### config.mk
export PLATFORM = sky130hd
export DESIGN_NAME = div_unit
export DESIGN_NICKNAME = d
export VERILOG_FILES = /design/src/rtl/div_unit.sv
export SDC_FILE = /design/constraint.sdc
export NUM_CORES = 1
export LEC_CHECK = 0
export BUFFER_PORTS_ARGS = -buffer_cell sky130_fd_sc_hd__buf_2
export CORE_ASPECT_RATIO = 1.5
export CORE_MARGIN = 2
export CORE_UTILIZATION = 34
export DETAILED_ROUTE_END_ITERATION = 12
export HOLD_SLACK_MARGIN = 0.02
export SLEW_MARGIN = 20
export SYNTH_ARGS = -nofsm -noshare
export SYNTH_HDL_FRONTEND = slang
export SYNTH_SLANG_ARGS = --single-unit
### constraint.sdc
create_clock -name clk -period 4.2 [get_ports clk]
set_input_delay 0.42 -clock clk [delete_from_list [all_inputs] [get_ports clk]]
set_output_delay 0.42 -clock clk [all_outputs]
set_load 0.02 [all_outputs]
### src/rtl/div_unit.sv
// Iterative restoring divider for DIV/DIVU: one quotient bit per cycle, 34-cycle
// fixed latency from start to done. Quotient goes to LO, remainder to HI.
module div_unit #(
  parameter int unsigned WIDTH = 32
) (
  input  logic             clk,
  input  logic             reset,
  input  logic             start,
  input  logic             sign,
  input  logic [WIDTH-1:0] dividend,
  input  logic [WIDTH-1:0] divisor,
  output logic             busy,
  output logic             done,
  output logic [WIDTH-1:0] q,
  output logic [WIDTH-1:0] r,
  output logic             div_zero
);

  typedef enum logic [1:0] {
    IDLE = 2'd0,
    RUN  = 2'd1,
    FIX  = 2'd2
  } state_t;

  state_t state, state_next;

  logic [WIDTH-1:0] rem;
  logic [WIDTH-1:0] quo;
  logic [WIDTH-1:0] dmag;
  logic [WIDTH-1:0] dividend_orig;
  logic [4:0]       cnt;
  logic             neg_q;
  logic             neg_r;
  logic             zero_div;

  logic [WIDTH:0]   shifted;
  logic [WIDTH:0]   trial;
  logic [WIDTH-1:0] dividend_mag;
  logic [WIDTH-1:0] divisor_mag;

  // 0x80000000 negates to itself, which is the correct magnitude read unsigned.
  always_comb begin
    dividend_mag = (sign && dividend[WIDTH-1]) ? -dividend : dividend;
    divisor_mag  = (sign && divisor[WIDTH-1])  ? -divisor  : divisor;
    shifted      = {rem, quo[WIDTH-1]};
    trial        = shifted - {1'b0, dmag};
  end

  assign busy = (state != IDLE);

  always_ff @(posedge clk) begin
    if (reset) state <= IDLE;
    else       state <= state_next;
  end

  always_comb begin
    state_next = state;
    case (state)
      IDLE:    if (start) state_next = RUN;
      RUN:     if (cnt == 5'd31) state_next = FIX;
      FIX:     state_next = IDLE;
      default: state_next = IDLE;
    endcase
  end

  always_ff @(posedge clk) begin
    if (reset) begin
      rem           <= '0;
      quo           <= '0;
      dmag          <= '0;
      dividend_orig <= '0;
      cnt           <= '0;
      neg_q         <= 1'b0;
      neg_r         <= 1'b0;
      zero_div      <= 1'b0;
      done          <= 1'b0;
      q             <= '0;
      r             <= '0;
      div_zero      <= 1'b0;
    end else begin
      done <= 1'b0;
      case (state)
        IDLE: begin
          if (start) begin
            rem           <= '0;
            quo           <= dividend_mag;
            dmag          <= divisor_mag;
            dividend_orig <= dividend;
            cnt           <= '0;
            neg_q         <= sign & (dividend[WIDTH-1] ^ divisor[WIDTH-1]);
            neg_r         <= sign & dividend[WIDTH-1];
            zero_div      <= (divisor == '0);
          end
        end
        RUN: begin
          // Partial remainder stays below the divisor, so the top bit of the
          // trial difference alone decides keep versus restore.
          if (!trial[WIDTH]) begin
            rem <= trial[WIDTH-1:0];
            quo <= {quo[WIDTH-2:0], 1'b1};
          end else begin
            rem <= shifted[WIDTH-1:0];
            quo <= {quo[WIDTH-2:0], 1'b0};
          end
          cnt <= cnt + 5'd1;
        end
        FIX: begin
          done <= 1'b1;
          if (zero_div) begin
            q        <= '1;
            r        <= dividend_orig;
            div_zero <= 1'b1;
          end else begin
            q        <= neg_q ? -quo : quo;
            r        <= neg_r ? -rem : rem;
            div_zero <= 1'b0;
          end
        end
        default: ;
      endcase
    end
  end

endmodule

# After elaboration in Yosys (flattened, before gate mapping)
# Cells that the tools add are included.
# word_totals
register_bits	204
input_bits	68
elab_cells	55
# op_classes
eq_ne	5
reduce_logical	9
n_mux	19
add_sub_neg	6
bitwise_logic	3
# op_table
operator	n
$mux W32	9
$neg A32 Y32	4
$pmux W32 S2	2
$sub A33 B32 Y33	1
$logic_not A32 Y1	1
$pmux W5 S2	1
$reduce_and A2 Y1	3
$add A5 B1 Y5 const B	1
$eq A5 B5 Y1 const B	1
$mux W5	1
$mux W2	2
$ne A2 B2 Y1 const B	2
$pmux W2 S2	1
$reduce_bool A2 Y1	2
$mux W1	3
$and A1 B1 Y1	2
$eq A2 B1 Y1 const B	1
$eq A2 B2 Y1 const B	1
$logic_and A1 B1 Y1	2
$logic_not A2 Y1	1
$xor A1 B1 Y1	1

# Longest topological paths before layout
# Gate-level depths: netlist (run 1).
# depth
ltp_word	4
depth_mapped	14

# Worst setup path before layout (run 1)
# No wires, ideal clock.
# synth_path
path_type	register to register
start	reg quo[31]
end	reg rem[14]
period_less_slack_ps	3226
setup_slack_ps	974
required_time_ps	4067
arrival_time_ps	3093
path_stages_with_launch	15
path_cell_list	dfxtp_1 > inv_1 > ha_1 > fa_1 > nand2b_1 > a21o_1 > a31oi_1 > a211o_1 > a211oi_1 > o31ai_2 > clkbuf_1 > buf_1 > nor3b_1 > a31oi_1 > a31oi_1
# synth_between
elab_chain_cells	3
# synth_rtl
item	line	source
start, declared	28	logic [WIDTH-1:0] quo;
start signal, assigned	86	quo <= dividend_mag;
start signal, assigned	100	quo <= {quo[WIDTH-2:0], 1'b1};
start signal, assigned	103	quo <= {quo[WIDTH-2:0], 1'b0};
$sub A33 B32 Y33	46	trial = shifted - {1'b0, dmag};
$mux W32	98	if (!trial[WIDTH]) begin
$pmux W32 S2	82	case (state)
end signal, assigned	99	rem <= trial[WIDTH-1:0];
end signal, assigned	102	rem <= shifted[WIDTH-1:0];
end, declared	27	logic [WIDTH-1:0] rem;
# No other way between the ends.
# A chain may end at the register's enable or synchronous reset.

# Worst setup path in the final report (run 1)
# layout_path
start	reg rem[6]
end	reg rem[0]
# layout_between
elab_chain_cells	3
# layout_rtl
item	line
$sub A33 B32 Y33	46
$mux W32	98
$pmux W32 S2	82
# No other way between the ends.

==> results of run 1 <==
[worst reg2reg max path: stages (launching register included)]
cell and delay (ns):
dfxtp_1 0.49, ha_1 0.36, o21a_1 0.13, o21ai_0 0.21, a31oi_1 0.10, a211o_1 0.36
a211oi_1 0.21, buf_4 0.17, o31ai_4 0.06, xnor2_1 0.77, buf_12 0.24, nand2_1 0.06
a32o_1 0.24
[state kept, by name, indices dropped and copies added, names as in the netlist]
signal,cells
neg_q,1
zero_div,1
quo,32
dividend_orig,32
div_zero,1
done,1
neg_r,1
r,32
cnt,5
state,2
dmag,32
q,32
rem,32
[layout make-up]
cell class | instances | area, um^2 | area share [%]
Multi-Input combinational cell | 1242 | 7470 | 53.3
Sequential cell | 204 | 4090 | 29.2
Timing Repair Buffer | 156 | 855 | 6.10
Clock buffer | 30 | 652 | 4.65
Tap cell | 473 | 592 | 4.23
Inverter | 56 | 210 | 1.50
Clock inverter | 11 | 140 | 1.00
Antenna cell | 2 | 5.00 | 0.0357
[worst paths after layout]
path | start | endpoint | slack, ns | cells after the start
hold / removal | dividend[5] | dividend_orig[5] | 0.19 | 3
setup reg to reg | rem[6] | rem[0] | 0.69 | 12
setup / recovery | rem[6] | rem[0] | 0.69 | 12
hold reg to reg | dmag[27] | dmag[27] | 0.45 | 2
[kinds of logic after synthesis]
kind of cell | count (synthesis) | synth area share (%)
AND/OR/NAND/NOR | 579 | 21.8
flip-flops | 204 | 33.6
multiplexers | 4 | 0.340
XOR/XNOR | 144 | 10.4
buffers and inverters | 165 | 5.11
AO/OA/AOI/OAI | 476 | 24.6
adder cells (fa/ha/maj) | 39 | 4.08
[metrics by stage]
step                      hold slack, ns  utilization [%]  area (um^2)  worst slack [ns]
after floorplan                    0.431                -        12100             0.974
after global placement             0.442             37.6        13200             0.734
after detailed placement           0.444             37.6        13200             0.710
after CTS                          0.171             39.9        14000             0.725
after global routing               0.184             39.9        14000             0.340
final                              0.187             39.9        14000             0.693
[per-layer routing]
layer / track usage, % / routed length, um
met2: 35.5 / 18800
met5: 0 / 0
met1: 22.9 / 15300
met3: 2.10 / 1500
met4: 7.56 / 1250
[power groups by stage]
stage	clock [W]	combinational (W)	sequential, W
6_report	0.00212	0.00190	0.00221
5_1_grt	0.00224	0.00211	0.00223
4_1_cts	0.00217	0.00190	0.00221
3_5_place_dp	0	0.00189	0.00225
3_3_place_gp	0	0.00187	0.00225
2_1_floorplan	0	0.00138	0.00219
[placed cells by master (no fill, tap or decap), types with 6 or more instances in the layout]
master     count
a211oi_1      50
a21o_1        13
a21oi_1      162
a22oi_1       29
a31oi_1       17
a32oi_1       15
a41oi_1        6
and3_1        11
buf_2        133
buf_4         21
clkbuf_16     23
dfxtp_1      203
ha_1          38
inv_1         56
nand2_1      274
nand2b_1      15
nand3_1       37
nand4_1       11
nor2_1       115
nor3_1        23
nor3b_1       11
nor4_1        19
o211ai_1      12
o21ai_0       95
o31ai_1       25
o41ai_1       20
or3_1         12
or4_1         22
xnor2_1       51
xor2_1        93
==> results.json, run 1 <==
{
  "start_util_pct": 34.6,
  "ys_top_cells_by_count": "nand2_1, dfxtp_1, a21oi_1",
  "syn_nets": 1718,
  "rsz0062_at_grt": "false",
  "htree_levels": 1,
  "clk_pin_slew_ns": 0.06,
  "antenna_found_initial": 2,
  "yosys.area.top_type_share_pct": 33.6,
  "core.rowCount": 84,
  "worstPathCellList": "ha_1 -> o21a_1 -> o21ai_0 -> a31oi_1 -> a211o_1 -> a211oi_1 -> buf_4 -> o31ai_4 -> xnor2_1 -> buf_12 -> nand2_1 -> a32o_1",
  "endpoint_kind": "flip-flop",
  "ctsResizeCount": 0,
  "grt_usage_pct": 19.4,
  "yosys-top-cells-area": "dfxtp_1, nand2_1, xor2_1",
  "pwr-share-clk_pct": 34.0,
  "area.growth.synth_to_final_pct": 15.3,
  "max_stage_delay_ns": 0.77,
  "synth_cells": 1611,
  "netlist_area_um2": 12100,
  "die_area_um2": 37300,
  "skew_ns": 0.0153,
  "fmax_mhz": 285,
  "cp.required_ns": 4.61,
  "syn_area_per_cell_um2": 7.54,
  "gp_congestion": 0.866,
  "synth-async-reset-ratio_pct": 0,
  "switchingPower_w": 0.00218,
  "cp.arrival_ns": 3.92,
  "placedCellCount": 2131,
  "io_buffers": 134,
  "n_fill_cell": 3722,
  "comb_power_share_pct": 30.5,
  "drt-total-wl_um": 36800,
  "netlist-cell-type-count": 56,
  "dr.pass1.iters": 5,
  "num_vias": 11700,
  "fin_tns_setup_ns": 0,
  "antenna_left": 0,
  "numCtsBuffers": 23,
  "yosysMostFrequentCell": "nand2_1",
  "routedWlPerCell_um": 16.9,
  "hold_viol_final": 0,
  "fp.dieH_um": 235,
  "fin_crit_ns": 3.51,
  "synth_edf_count": 0,
  "clockRootBuffer": "clkbuf_16",
  "intPower_w": 0.00405,
  "cts_tree": "done",
  "yosys.area.top_type": "dfxtp_1",
  "fin_nets": 1790,
  "hp-class": "input pin to flip-flop",
  "synth-seq-cells": 204,
  "worstSetupPathType": "flip-flop to flip-flop",
  "grt_pass1_wl_um": 58200,
  "slowest_stage": "xnor2_1",
  "worst-slew-pin-transition_ns": 1.09,
  "viasPerCell": 5.37,
  "drive_gt1_share_pct": 12.7,
  "drc": 0,
  "die_w_um": 158,
  "postCtsHoldBufs": 0,
  "power.total_w": 0.00623,
  "cellPowerDensity_nw_per_um2": 445,
  "max_slew_margin_pct": 27.2,
  "p_leak_nw": 5.42,
  "cts_sinks": 204,
  "switching_share_pct": 34.9,
  "post_cts_buffers": 0,
  "min_period_over_period_pct": 83.5,
  "clkLatencyLatePin_ns": 0.53,
  "critPathMaxFanout": 15,
  "critPathTopFamily": "compound AO/OA/AOI/OAI gates",
  "clockBufferDepth": 3,
  "grt.overflow.total": 0,
  "placeableCoreArea_um2": 35100,
  "grt_pass1_vias": 10900,
  "synthFlopType": "dfxtp_1",
  "dpl.hpwl_um": 27500,
  "stdcell_count": 2174,
  "outcome": "completed",
  "report.final.slew_viol_count": 0,
  "io_pins": 135,
  "grt_max_degree": 92,
  "drv_cap": 0,
  "yosysSeqAreaShare_pct": 33.6,
  "critPathLaunchType": "flip-flop",
  "yosys_warnings": 0,
  "setup_viol": 0,
  "sequentialPowerShare_pct": 35.5,
  "critPathBufInv": 2,
  "drt_iter0_markers": 719,
  "ir_drop_v": 0.000223
}
(Power assumes the default switching activity.)
==> run 2, diff against run 1 <==
==> constraint.sdc (replaced) <==
create_clock -name clk -period 3.1 [get_ports clk]
set_input_delay 0.31 -clock clk [delete_from_list [all_inputs] [get_ports clk]]
set_output_delay 0.31 -clock clk [all_outputs]
set_load 0.02 [all_outputs]
==> run 2 against run 1 <==
  * Setup slack lost 0.58 ns
  * Wire length grew 0.58%
  * Non-clock buffer count grew 70
  * Count of clock-buffer cells in the layout grew 1
  * First-iteration DRC count grew 3.9%
  * Clock power grew 24%
  * Combinational power grew 59%
  * Die area is the same
  * Critical path depth shrank 3
  * Largest cell class unchanged
  * Maximum frequency grew 17%
==> results.json, run 2 (synthesized netlist as in run 1, its figures left out) <==
{
  "drc": 0,
  "setup_viol": 0,
  "wl_met2_um": 19000,
  "placeableCoreArea_um2": 35100,
  "p_leak_nw": 5.77,
  "clockBufferDepth": 3,
  "drv_cap": 0,
  "critPathLaunchType": "flip-flop",
  "gp_congestion": 0.875,
  "clockRootBuffer": "clkbuf_16",
  "dr_wl_met3_um": 1580,
  "die_w_um": 158,
  "fp.dieH_um": 235,
  "multi_input_area_um2": 7640,
  "htree_levels": 1,
  "cts_sinks": 204,
  "dr.pass1.iters": 5,
  "max_stage_delay_ns": 0.57,
  "routed.top_layer": "met4",
  "grt_usage_pct": 19.3,
  "endpoint_kind": "flip-flop",
  "cellPowerDensity_nw_per_um2": 586,
  "crit_top_cell": "or3_4",
  "fmax_mhz": 334,
  "report.final.slew_viol_count": 0,
  "io_buffers": 134,
  "core.rowCount": 84,
  "clkLatencyLatePin_ns": 0.52,
  "final_common_cell": "nand2_1",
  "cp.required_ns": 3.48,
  "critPathMaxFanout": 4,
  "fin_crit_ns": 2.99,
  "regArea_um2": 4090,
  "worstSetupPathType": "flip-flop to flip-flop",
  "postCtsHoldBufs": 0,
  "drt_iter0_markers": 747,
  "drt-met1-wl_um": 15000,
  "max_slew_margin_pct": 45.4,
  "mostFrequentLayoutCells": "nand2_1, dfxtp_1, a21oi_1, buf_2, nor2_1",
  "worstPathCellList": "or4_4 -> nor4_4 -> nand3b_1 -> or3_4 -> or3_4 -> nand2b_4 -> o41ai_4 -> xor2_1 -> a211oi_1",
  "grt_pass1_wl_um": 58400,
  "drt-total-wl_um": 37000,
  "area.growth.synth_to_final_pct": 20.9,
  "n_fill_cell": 3662,
  "start_util_pct": 34.6,
  "placed_area_um2": 13700,
  "rsz0062_at_grt": "true",
  "cts_tree": "done",
  "fin_area_um2": 14700,
  "dpl.hpwl_um": 27900,
  "hp-class": "input pin to flip-flop",
  "skew_ns": 0.0123,
  "slowest_stage": "or4_4",
  "viasPerCell": 5.35,
  "io_pins": 135,
  "grt.overflow.total": 0,
  "min_period_over_period_pct": 96.5,
  "antenna_found_initial": 4,
  "grt_max_degree": 72,
  "drive_gt1_share_pct": 17.4,
  "clk_pin_slew_ns": 0.06,
  "final_util_pct": 41.8,
  "fin_nets": 1859,
  "num_vias": 12000,
  "die_area_um2": 37300,
  "grt_pass1_vias": 11300,
  "antenna_left": 0,
  "ir_drop_v": 0.000423,
  "hold_viol_final": 0,
  "routedWlPerCell_um": 16.5,
  "whs_ns": 0.0749,
  "worst-slew-pin-transition_ns": 0.819,
  "numCtsBuffers": 22,
  "outcome": "completed",
  "cp.arrival_ns": 3.37
}
run 2: final cells by class:
type / count / share of cell area [%]
multi-input cells: 1242 / 52.1
flip-flops and latches: 204 / 27.8
repair buffers: 226 / 9.72
clock buffers: 31 / 4.47
well taps: 473 / 4.03
inverters: 56 / 1.43
clock inverters: 5 / 0.375
diodes: 4 / 0.0682
run 2: worst max-delay path, delay by kind of cell, from the launching register on:
kind	cells	cell delay [ns]
AOI/OAI and AO/OA	2	0.40
xor gates and xnor gates	1	0.17
and+or+nand+nor	6	1.97
DFF	1	0.31
run 2: routing by layer:
layer / track usage (%) / vias to the layer above
li1: - / 6007
met1: 22.8 / 5596
met2: 35.1 / 308
met3: 1.90 / 73
met4: 7.67 / 0
met5: 0 / -
run 2: power breakdown:
| part | switching [W] | internal (W) | leakage [nW] | total [W] |
|---|---|---|---|---|
| Clock | 0.00107 | 0.00154 | 0.345 | 0.00262 |
| Combinational | 0.00174 | 0.00129 | 3.77 | 0.00303 |
| Sequential | 0.000177 | 0.00278 | 1.66 | 0.00296 |
run 2: repair_timing:
action | CTS | global route
pin swaps | 0 | 14
cloned | 0 | 1
gates resized for setup | 2 | 39
buffers inserted | 0 | 5
endpoints found under the setup margin | 2 | 41
run 2: final timing paths:
path / end / slack (ns) / cells past startpoint / from
setup / recovery: q[26] / 0.11 / 9 / quo[2]
hold / removal: dividend_orig[5] / 0.07 / 3 / dividend[5]
setup reg to reg: q[26] / 0.11 / 9 / quo[2]
hold reg to reg: r[5] / 0.45 / 2 / r[5]
run 2: metrics by stage:
stage | worst slack, ns | instances | TNS (ns) | total power [W]
after floorplan | -0.0651 | 1611 | -0.0747 | 0.00486
after global placement | -0.224 | 2195 | -0.357 | 0.00572
after detailed placement | -0.218 | 2195 | -0.434 | 0.00575
after CTS | 0.00329 | 2231 | 0 | 0.00840
after global routing | -0.0331 | 2241 | -0.0748 | 0.00910
final | 0.110 | 2241 | 0 | 0.00860
==> run 3, diff against run 2 <==
--- a/config.mk
+++ b/config.mk
@@ -11,6 +11,7 @@
 export CORE_UTILIZATION = 34
 export DETAILED_ROUTE_END_ITERATION = 12
 export HOLD_SLACK_MARGIN = 0.02
+export PLACE_DENSITY = 0.54
 export SLEW_MARGIN = 20
 export SYNTH_ARGS = -nofsm -noshare
 export SYNTH_HDL_FRONTEND = slang
==> run 3 against run 2 <==
  * Setup slack improved by 0.014 ns
  * Cell area rose by 0.76%
  * Wire length grew 0.65%
  * Sequential power is essentially flat
  * Core utilization grew 0.32 points
  * First-iteration DRC count down 1.5%
  * Die area did not move
  * Cell count rose by 0.45%
  * Critical endpoint is now rem[1]
==> results.json, run 3 (synthesized netlist as in run 1, its figures left out) <==
{
  "numCtsBuffers": 22,
  "clkLatencyLatePin_ns": 0.53,
  "max_slew_margin_pct": 21.9,
  "drive_gt1_share_pct": 17.2,
  "drc": 0,
  "cts_sinks": 204,
  "cts_tree": "done",
  "grt_pass1_wl_um": 58800,
  "core.rowCount": 84,
  "final_common_cell": "nand2_1",
  "fin_crit_ns": 2.98,
  "clockRootBuffer": "clkbuf_16",
  "io_buffers": 134,
  "drt-total-wl_um": 37200,
  "placedCellCount": 2207,
  "final_util_pct": 42.1,
  "cp.required_ns": 3.51,
  "r2r_cells": 14,
  "area.growth.synth_to_final_pct": 21.8,
  "reg2reg_from": "quo[31]",
  "drt_iter0_markers": 736,
  "hold_path_depth": 3,
  "placeableCoreArea_um2": 35100,
  "endpoint": "rem[1]",
  "clockBufferDepth": 3,
  "dr.pass1.iters": 5,
  "grt_usage_pct": 19.5,
  "placed_area_um2": 13800,
  "cellPowerDensity_nw_per_um2": 600,
  "place_ws_ns": -0.194,
  "setup_viol": 0,
  "p_leak_nw": 5.86,
  "multi_input_area_um2": 7590,
  "die_w_um": 158,
  "fp.dieH_um": 235,
  "r2r_slack_ns": 0.12,
  "critPathMaxFanout": 7,
  "cp.arrival_ns": 3.39,
  "clk_pin_slew_ns": 0.06,
  "viasPerCell": 5.28,
  "grt.overflow.total": 0,
  "mostFrequentLayoutCells": "nand2_1, dfxtp_1, a21oi_1, buf_2, nor2_1",
  "reg2reg_to": "rem[1]",
  "worstSetupPathType": "flip-flop to flip-flop",
  "regArea_um2": 4090,
  "worst-slew-pin-transition_ns": 1.17,
  "power.total_w": 0.00888,
  "io_pins": 135,
  "fin_nets": 1867,
  "outcome": "completed",
  "grt_pass1_vias": 11300,
  "routedWlPerCell_um": 16.5,
  "n_fill_cell": 3746,
  "critPathLaunchType": "flip-flop",
  "setup.worst_path.start": "quo[31]",
  "endpoint_kind": "flip-flop",
  "min_period_over_period_pct": 96.0,
  "ir_drop_v": 0.000399,
  "skew_ns": 0.0167,
  "stdcell_count": 2251,
  "fmax_mhz": 336,
  "dpl.hpwl_um": 28200,
  "worst_slack_ns": 0.123,
  "antenna_left": 0,
  "drv_cap": 0,
  "die_area_um2": 37300,
  "report.final.slew_viol_count": 0,
  "rsz0062_at_grt": "true",
  "start_util_pct": 34.6,
  "gp_congestion": 0.901,
  "fin_area_um2": 14800,
  "htree_levels": 1,
  "grt_max_degree": 142,
  "antenna_found_initial": 2,
  "hold_viol_final": 0,
  "num_vias": 11900,
  "hp-class": "input pin to flip-flop"
}
==> run 3: cell types whose count changed in the layout (fill, tap and decap cells not counted), sizes merged <==
cell | previous run | this run
clkbuf | 32 | 33
buf | 225 | 234
diode | 4 | 2
clkinv | 2 | 1
clkinvlp | 2 | 1
bufinv | 1 | 5
==> run 3: metrics by stage <==
| stage | hold slack (ns) | setup TNS, ns |
|---|---|---|
| 6_report | 0.0734 | 0 |
| 5_1_grt | 0.0871 | -0.00185 |
| 4_1_cts | 0.0528 | 0 |
| 3_5_place_dp | 0.445 | -0.403 |
| 3_3_place_gp | 0.443 | -0.324 |
| 2_1_floorplan | 0.431 | -0.0747 |
==> run 3: worst min path at each step <==
stage                           start           endpoint
detailed placement              r[12]              r[12]
global placement                r[10]              r[10]
finish                    dividend[5]   dividend_orig[5]
global route              dividend[4]   dividend_orig[4]
floorplan           dividend_orig[31]  dividend_orig[31]
CTS                       dividend[5]   dividend_orig[5]
==> run 3: worst max-delay path, stage by stage (launching register included) <==
cell and delay [ns]:
dfxtp_1 0.31, inv_1 0.05, ha_1 0.21, fa_2 0.35, nand2b_4 0.15, a21o_1 0.22, a31oi_4 0.15, a211o_1 0.24
a211oi_4 0.10, o31ai_4 0.21, buf_4 0.18, xor2_2 0.18, buf_4 0.19, nand2_1 0.07, a32o_1 0.24
==> run 3: timing repair <==
item,CTS,global route
pin swaps,1,6
setup buffers,0,2
hold buffers,0,0
setup endpoints to repair,2,35
gates resized for setup,4,21
hold endpoints to repair,0,0
==> run 3: area by class of cell <==
cell class	count	share of cell area [%]
Sequential cell	204	27.6
Tap cell	473	4.00
Multi-Input combinational cell	1242	51.3
Clock buffer	33	4.48
Clock inverter	7	1.10
Antenna cell	2	0.0338
Inverter	56	1.42
Timing Repair Buffer	234	9.99
==> run 3: power breakdown <==
group | total [W] | internal (W) | switching, W
Clock | 0.00302 | 0.00189 | 0.00113
Combinational | 0.00291 | 0.00120 | 0.00171
Sequential | 0.00295 | 0.00278 | 0.000170
==> run 3: per-layer routing <==
layer  track usage, %  part of all wire (%)
met4             9.36                   4.5
met1             23.5                    42
met5                0                     0
met3             1.60                   3.6
met2             34.5                    50
